`src/rtl/mrisc_alu.sv`:
```
// Multi-cycle MRISC ALU: single-cycle arithmetic/logic ops, serial one-bit-per-cycle shifter.
// Latency 1 cycle (shifts: 1+N); start is only taken in IDLE, ignored while busy or done.
module mrisc_alu (
    input  logic        clk,
    input  logic        rst,
    input  logic        start,
    input  logic [3:0]  alu_control_signal,
    input  logic [31:0] op_a,
    input  logic [31:0] op_b,
    input  logic [4:0]  shamt,
    output logic [31:0] result,
    output logic        carry,
    output logic        zero,
    output logic        sign,
    output logic        busy,
    output logic        done
);

    localparam logic [1:0] IDLE  = 2'd0;
    localparam logic [1:0] SHIFT = 2'd1;
    localparam logic [1:0] DONE  = 2'd2;

    logic [1:0]  state;
    logic [1:0]  kind;
    logic [31:0] work;
    logic [4:0]  cnt;

    logic        is_shift;
    logic [4:0]  n;
    logic [31:0] imm_res;
    logic        imm_carry;
    logic [31:0] step;
    logic        step_out;

    // Immediate-path result for non-shift codes and zero-length shifts.
    always_comb begin
        is_shift  = 1'b0;
        n         = alu_control_signal[3] ? op_b[4:0] : shamt;
        imm_res   = op_b;
        imm_carry = 1'b0;
        case (alu_control_signal)
            4'b0000: {imm_carry, imm_res} = {1'b0, op_a} + {1'b0, op_b};
            4'b0001: {imm_carry, imm_res} = {1'b0, ~op_b} + 33'd1;
            4'b0010: imm_res = op_a & op_b;
            4'b0011: imm_res = op_a ^ op_b;
            4'b0100, 4'b0101, 4'b0110,
            4'b1100, 4'b1101, 4'b1110: begin
                is_shift = 1'b1;
                imm_res  = op_a;
            end
            default: imm_res = op_b;
        endcase
    end

    // kind: 00 left, 01 logical right, 10 arithmetic right (work[31] still holds op_a[31]).
    always_comb begin
        step     = {work[30:0], 1'b0};
        step_out = work[31];
        case (kind)
            2'b01: begin
                step     = {1'b0, work[31:1]};
                step_out = work[0];
            end
            2'b10: begin
                step     = {work[31], work[31:1]};
                step_out = work[0];
            end
            default: ;
        endcase
    end

    always_ff @(posedge clk) begin
        if (rst) begin
            state  <= IDLE;
            kind   <= 2'b00;
            work   <= 32'd0;
            cnt    <= 5'd0;
            result <= 32'd0;
            carry  <= 1'b0;
            zero   <= 1'b0;
            sign   <= 1'b0;
        end else begin
            case (state)
                IDLE: begin
                    if (start) begin
                        if (is_shift && (n != 5'd0)) begin
                            work  <= op_a;
                            cnt   <= n;
                            kind  <= alu_control_signal[1:0];
                            state <= SHIFT;
                        end else begin
                            result <= imm_res;
                            carry  <= imm_carry;
                            zero   <= (imm_res == 32'd0);
                            sign   <= imm_res[31];
                            state  <= DONE;
                        end
                    end
                end
                SHIFT: begin
                    work <= step;
                    cnt  <= cnt - 5'd1;
                    if (cnt == 5'd1) begin
                        result <= step;
                        carry  <= step_out;
                        zero   <= (step == 32'd0);
                        sign   <= step[31];
                        state  <= DONE;
                    end
                end
                DONE:    state <= IDLE;
                default: state <= IDLE;
            endcase
        end
    end

    assign busy = (state == SHIFT);
    assign done = (state == DONE);

endmodule

```
`config.mk`:
```
export PLATFORM = sky130hd
export DESIGN_NAME = mrisc_alu
export DESIGN_NICKNAME = d
export VERILOG_FILES = /design/src/rtl/mrisc_alu.sv
export SDC_FILE = /design/constraint.sdc
export NUM_CORES = 1
export LEC_CHECK = 0
export ABC_AREA = 1
export CORE_MARGIN = 1
export CORE_UTILIZATION = 46
export CTS_CLUSTER_SIZE = 30
export DETAILED_ROUTE_END_ITERATION = 6
export PLACE_DENSITY_LB_ADDON = 0.08
export SETUP_SLACK_MARGIN = 0.5
export SLEW_MARGIN = 20
export SYNTH_ARGS = -nofsm -noshare
export SYNTH_HDL_FRONTEND = slang
export SYNTH_SLANG_ARGS = --single-unit
export TNS_END_PERCENT = 20
```
`constraint.sdc`:
```
create_clock -name clk -period 3.7 [get_ports clk]
set_clock_uncertainty 0.2 [all_clocks]
set_input_delay 0.925 -clock clk [delete_from_list [all_inputs] [get_ports clk]]
set_output_delay 0.925 -clock clk [all_outputs]
set_load 0.02 [all_outputs]
```
# Word level (Yosys, flattened, before mapping)
# Cells that the tools add are included.
dict set report classes {
  add_sub_neg 3
  eq_ne 18
  n_mux 32
  n_bitwise 3
  reduce_logical 13
}
# cell n
set ops {}
lappend ops {{$pmux 32 s2} 3}
lappend ops {{$mux 32} 5}
lappend ops {{$pmux 32 s5} 1}
lappend ops {{$logic_not 32->1} 2}
lappend ops {{$add 32x1->33 const B} 1}
lappend ops {{$add 32x32->33} 1}
lappend ops {{$and 32x32->32} 1}
lappend ops {{$not 32->32} 1}
lappend ops {{$xor 32x32->32} 1}
lappend ops {{$mux 5} 3}
lappend ops {{$eq 4x3->1 const B} 3}
lappend ops {{$eq 4x4->1 const B} 3}
lappend ops {{$mux 1} 11}
lappend ops {{$pmux 5 s2} 1}
lappend ops {{$eq 4x2->1 const B} 2}
lappend ops {{$pmux 1 s2} 4}
lappend ops {{$mux 2} 3}
lappend ops {{$ne 2x2->1 const B} 3}
lappend ops {{$reduce_and 3->1} 2}
lappend ops {{$reduce_or 6->1} 1}
lappend ops {{$eq 5x1->1 const B} 1}
lappend ops {{$reduce_bool 5->1} 1}
lappend ops {{$sub 5x1->5 const B} 1}
lappend ops {{$eq 2x1->1 const B} 2}
lappend ops {{other kinds (11)} 12}
dict set report totals {
  register_bits 76
  in_bits 76
  out_inout_bits 37
}

# Logic depth before layout (Yosys ltp)
# Gate-level depths: netlist of run 1.
dict set report depth {
  ltp_word 7
  ltp_mapped 20
  ltp_nobuf 20
}

# Worst setup path before layout of run 1
# OpenSTA, ideal clock, no wires.
dict set report synth_path {
  path_kind {input to register}
  from {input op_a[0]}
  to {register zero}
  setup_time_ns 0.070
  arrival_time_ns 2.807
  t_required_ns 3.430
  slack_ns 0.623
  cell_stages 20
  path_cell_list {ha_1 inv_1 fa_1 inv_1 nand3_1 nand2_1 nand2_1 nand2_1 nand2_1 nand2_1 nand3_1 nand2_1 nand2_1 nand3_1 nand2_1 nor2_1 nand2_1 nor2_1 nand3_1 a21oi_1}
}
dict set report synth_via {
  elab_chain_cells 6
  elab_cells_between_ends 8
  classes_between {1 x add/sub; 4 x mux; 2 x bitwise; 1 x reduce/logical}
}
# item line
set synth_lines {}
lappend synth_lines {{start, declared} 8} ;# input logic [31:0] op_a,
lappend synth_lines {{$add 32x32->33 (tied with other cells)} 42} ;# 4'b0000: {imm_carry, imm_res} = {1'b0, op_a} + {1'b0, op_b};
lappend synth_lines {{$pmux 32 s5 *} 41} ;# case (alu_control_signal)
lappend synth_lines {{$logic_not 32->1 *} 94} ;# zero <= (imm_res == 32'd0);
lappend synth_lines {{$mux 1 *} 86} ;# if (is_shift && (n != 5'd0)) begin
lappend synth_lines {{$mux 1 *} 85} ;# if (start) begin
lappend synth_lines {{$pmux 1 s2 *} 83} ;# case (state)
lappend synth_lines {{end signal, assigned} 94}
lappend synth_lines {{end signal, assigned} 106} ;# zero <= (step == 32'd0);
lappend synth_lines {{end, declared} 13} ;# output logic zero,
# Every way passes the cells marked *; elsewhere a longest branch is shown, timed or not. The select of a mux whose other input is x is not followed.
# A chain may end at the register's enable or synchronous reset.

# Worst setup path after layout of run 1
dict set report layout_path {
  from {input op_a[15]}
  to {register zero}
}
# The elaborated chain is that of the path after synthesis.

==> impl_results.md, run 1 <==
* Outcome: complete, no violations
* Post-place setup slack at -0.125 ns
* Top flip-flop cell by instance count after synthesis: dfxtp_1
* Start-to-end type of the worst setup path: input port to flip-flop
* Via count of the first global-routing pass at 11.0k
* Placeable core area at 18000 um2
* FMAX at 315 MHz
* Remaining Overflow, GRT at 0
* Proportion of netlist area held by the largest area contributor at 0.206
* Number of optimization iterations in the first detailed-route pass at 6
* Area taken by flip-flops and latches at 1500 um2
* Path type of the worst min-delay path: flip-flop to flip-flop
* Layout cell share with drive strength beyond 1 at 0.232
* Hold Violations, Final at 0
* Yosys cell types at 44
* # nets final at 2003
* Total power divided by cell area at 295 nW/um2
* Switching fraction of total power at 0.386
* Internal Pwr Total at 2.32 mW
* Detailed-route via count at 12.2k
* Final worst-path cycle share at 0.858
* Final-report max-slew violation count at 0
* Part of the power in registers at 0.257
* Number of top-level design ports at 113
* Diodes inserted at 0
* Share of the yosys chip area belonging to registers at 0.177
* Switching power at 1.46 mW
* Setup repair after global routing missed its margin: false
* Count of placed standard cells in the final layout, fillers left out at 2122
* Post-Syn Nets at 1700
* GR met1 Demand/Resource at 0.482
* Most common cell in the netlist: nand2_1
* Antenna violations before repair at 0
* Via count normalized by instance count at 5.74
* Biggest area consumer among synthesized cells: nand2_1
* Number of synthesized register bits at 75
* Count of endpoints failing setup in the final report at 0
* Detailed-placement wirelength estimate at 31100 um
* Busiest layer in global routing: met2
* Worst vdd ir at 293 uV
* H-tree level count at 3
* Clock latency reported for the late side of the worst-skew pair at 0.34 ns
* Headroom to the max-slew limit at 0.553
* Worst EP arrival at 3.24 ns
* Final hold slack at 0.265 ns
* Number of design-rule violations left by the first detailed-router iteration at 1248
* Relative area change from synthesis to final layout at 50.6%
* Ys async rst share at 0
* Post-CTS Hold Fix Bufs at 0
* Wire length of the first global-routing pass at 58200 um
* Horizontal die dimension at 138 um
* Commonest cells in the synthesized netlist: 466 x nand2_1, 216 x nor2_1, 200 x inv_1
* Number of buffers on the longest clock path at 2
* R2R Setup Slk at 0.75 ns
* Wire per inst at 19.0 um
* CTS Root Buffer Type: clkbuf_16
* Die area at 19000 um2
* Number of maximum-capacitance constraint violations at 0
* DIE HEIGHT at 138 um
* Post-synthesis instance area at 8500 um2
* Routability cong. at 1.05
* Area of the multi-input gates at 6790 um2
* GR Util met2 at 0.669
* Total clock sinks at 75
* Power share of the combinational group at 0.472
* WP data required at 3.77 ns
* Effective utilization at floorplan at 0.472
* Pleak at 6.36 nW
* Count of placed standard cells including taps at 2086
* Post-synthesis cell count at 1586
* Row count at 49
* Clock Power Share at 0.271
* EDFF count, synth at 0
* DRC violations left at 0
* Synthesized area per cell at 5.36 um2
* Number of clock buffers inserted by TritonCTS at 9
* Fin crit period at 3.17 ns
* All-Layer GR Usage at 0.413
* Sum of internal, switching and leakage power at 3.77 mW
* Number of nets still failing antenna checks after routing at 0
* Crit Path Max Fanout at 5
* CTS tree: yes
* Capturing element type of the critical path: flip-flop
* Pin count of the biggest net entering global routing at 91
* Clk pin slew, worst setup/hold paths at 0.06 ns
* Yosys warns at 0
* Port-buffer cells at 112
* Aggregate routed wire length at 40200 um
* Most area-consuming cells after synthesis: nand2_1 21%, dfxtp_1 18%, nor2_1 9.5%
* Fin worst setup slack at 0.526 ns
* Met3 routing resource usage after global routing at 0.0651
* Type of element launching the critical path: input port
* Number of filler cells placed in the layout at 1666
* Slew at the pin with the worst max-slew slack at 0.664 ns
sequential cells by signal (all words and copies together) (netlist names):
| signal | flops |
|---|---|
| cnt | 5 |
| zero | 1 |
| state | 2 |
| work | 32 |
| result | 32 |
| carry | 1 |
| kind | 2 |
placed cells by master (no fill, tap or decap), types with 15 or more instances in the layout:
| cell type | Yosys | layout |
|---|---|---|
| a31oi_1 | 16 | 16 |
| o21ai_0 | 122 | 115 |
| dfxtp_1 | 75 | 75 |
| buf_4 | 4 | 221 |
| ha_4 | 0 | 31 |
| a21oi_1 | 148 | 133 |
| nor2_1 | 216 | 180 |
| nand2_2 | 3 | 40 |
| nand3_1 | 138 | 123 |
| inv_1 | 200 | 191 |
| dlymetal6s2s_1 | 0 | 36 |
| nand3_2 | 2 | 15 |
| dlygate4sd2_1 | 0 | 18 |
| nand2_1 | 466 | 427 |
| clkdlybuf4s50_1 | 0 | 50 |
| nand4_1 | 18 | 18 |
| nor2_2 | 4 | 36 |
| a221oi_1 | 15 | 15 |
through the flow:
stage          setup TNS (ns)   util  area, um2
2_1_floorplan               0      -       8500
3_5_place_dp           -0.245  0.632      11400
5_1_grt                     0  0.710      12800
6_report                    0  0.710      12800
4_1_cts                     0  0.666      12000
3_3_place_gp          -0.0883  0.632      11400
critical path: stages:
cell and delay (ns):
dlygate4sd2_1 0.45, ha_4 0.28, buf_4 0.16, nand2_2 0.11
inv_1 0.08, a21oi_4 0.17, nand2_1 0.11, nand2_1 0.09
nand4_1 0.09, nand3_1 0.12, nand3b_1 0.10, nor2_1 0.14
nand3_1 0.11, nor2_1 0.11, nand3_1 0.07, a21oi_1 0.13
timing repair:
item | 4_1_cts | 5_1_grt
pin swaps | 16 | 64
cloned | 0 | 2
endpoints found under the setup margin | 22 | 59
resized for setup | 82 | 185
setup buffers | 2 | 17
layer usage:
metal	part of all wire	routed length [um]
met5	0	0
met4	0.088	3540
met3	0.088	3540
met2	0.44	17900
met1	0.38	15300
final cells by class:
type                       count  area share
inverter                     206      0.0608
timing repair buffer         350       0.242
tap                          229      0.0224
clock inverter                 4     0.00772
clock buffer                  11      0.0190
sequential                    75       0.117
multi-input combinational   1247       0.531
final timing paths:
kind              cells after the start              startpoint                     end
setup / recovery                     16                op_a[15]       zero$_SDFFE_PP0P_
hold reg to reg                       2  result[0]$_SDFFE_PP0P_  result[0]$_SDFFE_PP0P_
hold / removal                        2  result[0]$_SDFFE_PP0P_  result[0]$_SDFFE_PP0P_
setup reg to reg                     11    kind[0]$_SDFFE_PP0P_       zero$_SDFFE_PP0P_
cell families (layout without fill, tap and decap cells):
group / Yosys count / after routing / share of synthesized area
and+or+nand+nor: 885 / 886 / 0.439
AOI/OAI and AO/OA: 323 / 323 / 0.205
buffers and inverters: 265 / 571 / 0.122
DFF: 75 / 75 / 0.177
adders and majority gates: 38 / 38 / 0.0568
power by group through the flow:
stage / clock network [mW] / logic, mW / registers (mW)
after floorplan: 0 / 0.776 / 1.02
after global placement: 0 / 1.56 / 0.980
after detailed placement: 0 / 1.58 / 0.982
after CTS: 1.02 / 1.63 / 0.966
after global routing: 1.06 / 1.92 / 0.978
final: 1.02 / 1.78 / 0.970
Note: power is estimated with default switching activity, not from simulation.
==> run 2: changes to the inputs <==
--- a/config.mk
+++ b/config.mk
@@ -10,7 +10,9 @@
 export CORE_UTILIZATION = 46
 export CTS_CLUSTER_SIZE = 30
 export DETAILED_ROUTE_END_ITERATION = 6
+export DONT_BUFFER_PORTS = 1
 export PLACE_DENSITY_LB_ADDON = 0.08
+export RECOVER_POWER = 25
 export SETUP_SLACK_MARGIN = 0.5
 export SLEW_MARGIN = 20
 export SYNTH_ARGS = -nofsm -noshare
==> run 2 against run 1 <==
- sequential power up 6%
- hold slack better by 0.026 ns
- non-clock buffer count down 315
- cell area down 28%
- clock power down 8%
- highest routed layer unchanged
- total power down 19%
- worst setup slack better by 0.17 ns
==> impl_results.md, run 2 (synthesis gave the netlist of run 1 again) <==
* Wire per inst at 19.6 um
* Number of top-level design ports at 113
* Dominant cell type by count on the critical path: nand3_1
* Area of the multi-input gates at 6020 um2
* Post-CTS Hold Fix Bufs at 0
* Commonest cells after routing, fill and taps aside: 462 x nand2_1, 210 x nor2_1, 200 x inv_1
* Headroom to the max-slew limit at 0.474
* Routability cong. at 1.02
* Crit Path Max Fanout at 6
* Wire length of the first global-routing pass at 53000 um
* Total clock sinks at 75
* Worst vdd ir at 281 uV
* Clk pin slew, worst setup/hold paths at 0.06 ns
* Pleak at 4.45 nW
* Count of endpoints failing setup in the final report at 0
* Row count at 49
* Clock latency reported for the late side of the worst-skew pair at 0.34 ns
* H-tree level count at 3
* Detailed-placement wirelength estimate at 28200 um
* Slew at the pin with the worst max-slew slack at 0.788 ns
* Via count of the first global-routing pass at 9491
* Number of filler cells placed in the layout at 2034
* Final-report max-slew violation count at 0
* Diodes inserted at 0
* Number of nets still failing antenna checks after routing at 0
* Area taken by flip-flops and latches at 1500 um2
* Sum of internal, switching and leakage power at 3.07 mW
* Routed wire length on met3 at 3750 um
* Top metal layer carrying routed signals: met4
* Path type of the worst min-delay path: flip-flop to flip-flop
* All-Layer GR Usage at 0.373
* Fin crit period at 3.00 ns
* Number of buffers on the longest clock path at 2
* Die area at 19000 um2
* Total power divided by cell area at 334 nW/um2
* Number of optimization iterations in the first detailed-route pass at 6
* Total length of routed met2 wires at 15600 um
* Post-route cell area at 9190 um2
* Crit path max-delay cell type: ha_1
* DRC violations left at 0
* Placed standard-cell area at 8800 um2
* Port-buffer cells at 0
* DIE HEIGHT at 138 um
* Pin count of the biggest net entering global routing at 60
* Number of maximum-capacitance constraint violations at 0
* Outcome: complete, no violations
* Remaining Overflow, GRT at 0
* Final worst-path cycle share at 0.811
* FMAX at 333 MHz
* Effective utilization at floorplan at 0.472
* Count of placed standard cells in the final layout, fillers left out at 1807
* CTS Root Buffer Type: clkbuf_16
* CTS tree: yes
* WP data required at 3.77 ns
* Largest registers: result: 32 flops, work: 32 flops, cnt: 5 flops
* Setup total negative slack at 0 ns
* Placeable core area at 18000 um2
* Final hold slack at 0.291 ns
* Number of design-rule violations left by the first detailed-router iteration at 1090
* Maximum single-stage delay on the critical path at 0.45 ns
* List of cells traversed by the critical path: ha_1, nand2_1, nor2_2, nand2_1, nor2_1, nand2_1, nand3_1, nand2_1, nand3_1, nand3_1, nor2_1, nand3_1, nor2_1, nand3_1, a21oi_1
* Type of element launching the critical path: input port
* Aggregate routed wire length at 35400 um
* Antenna violations before repair at 0
* Worst EP arrival at 3.07 ns
* Via count normalized by instance count at 5.80
* Layout cell share with drive strength beyond 1 at 0.0577
* Start-to-end type of the worst setup path: input port to flip-flop
* Wire length on met1 at 14200 um
* Horizontal die dimension at 138 um
* Count of placed standard cells including taps at 1789
* Hold Violations, Final at 0
* Setup repair after global routing missed its margin: false
* Most common library cell in the layout ignoring fill and taps: nand2_1
* Detailed-route via count at 10.5k
* # nets final at 1687
* Capturing element type of the critical path: flip-flop
* Relative area change from synthesis to final layout at 8.08%
* Number of clock buffers inserted by TritonCTS at 9
==> run 2: cell count changes in the layout (fill, tap and decap cells not counted), sizes merged <==
cell | before | now
buf | 237 | 35
clkdlybuf4s50 | 50 | 0
dlymetal6s2s | 36 | 0
dlygate4sd2 | 18 | 0
clkbuf | 19 | 9
clkinvlp | 0 | 3
bufinv | 3 | 2
clkdlybuf4s15 | 1 | 0
clkinv | 1 | 2
nor2 | 224 | 223
==> run 2: power by group <==
part	internal (mW)	switching (mW)	total, mW
clock network	0.587	0.354	0.942
logic	0.347	0.747	1.09
registers	0.901	0.130	1.03
==> run 2: per-layer routing <==
metal | track usage | up-vias
li1 | - | 5144
met1 | 0.457 | 4742
met2 | 0.598 | 509
met3 | 0.0983 | 92
met4 | 0.191 | 0
met5 | 0 | -
==> run 2: final timing paths <==
path / slack [ns] / cells past startpoint / from / end
worst min register to register: 0.29 / 2 / kind[1]$_SDFFE_PP0P_ / kind[1]$_SDFFE_PP0P_
worst max register to register: 0.76 / 10 / kind[0]$_SDFFE_PP0P_ / zero$_SDFFE_PP0P_
worst max-delay path: 0.70 / 15 / op_a[24] / zero$_SDFFE_PP0P_
worst min-delay path: 0.29 / 2 / kind[1]$_SDFFE_PP0P_ / kind[1]$_SDFFE_PP0P_
==> run 2: what timing repair did <==
action | 4_1_cts | 5_1_grt
setup buffers | 0 | 2
gates resized for setup | 0 | 15
setup endpoints to repair | 0 | 3
==> run 2: per-stage QoR <==
step	util	setup WS [ns]
after floorplan	-	0.623
after global placement	0.488	0.226
after detailed placement	0.488	0.154
after CTS	0.506	0.515
after global routing	0.510	0.488
final	0.510	0.699
==> run 2: worst max-delay path, delay by kind of cell <==
kind	cells	cell delay, ns
AOI/OAI and AO/OA	1	0.12
adders and majority gates	1	0.45
and+or+nand+nor	13	1.58
==> run 2: final cells by class <==
class / instances / area share
clock buffer: 9 / 0.0245
clock inverter: 7 / 0.0101
inverter: 206 / 0.0842
multi-input combinational: 1246 / 0.655
sequential: 75 / 0.163
tap: 229 / 0.0312
timing repair buffer: 35 / 0.0313
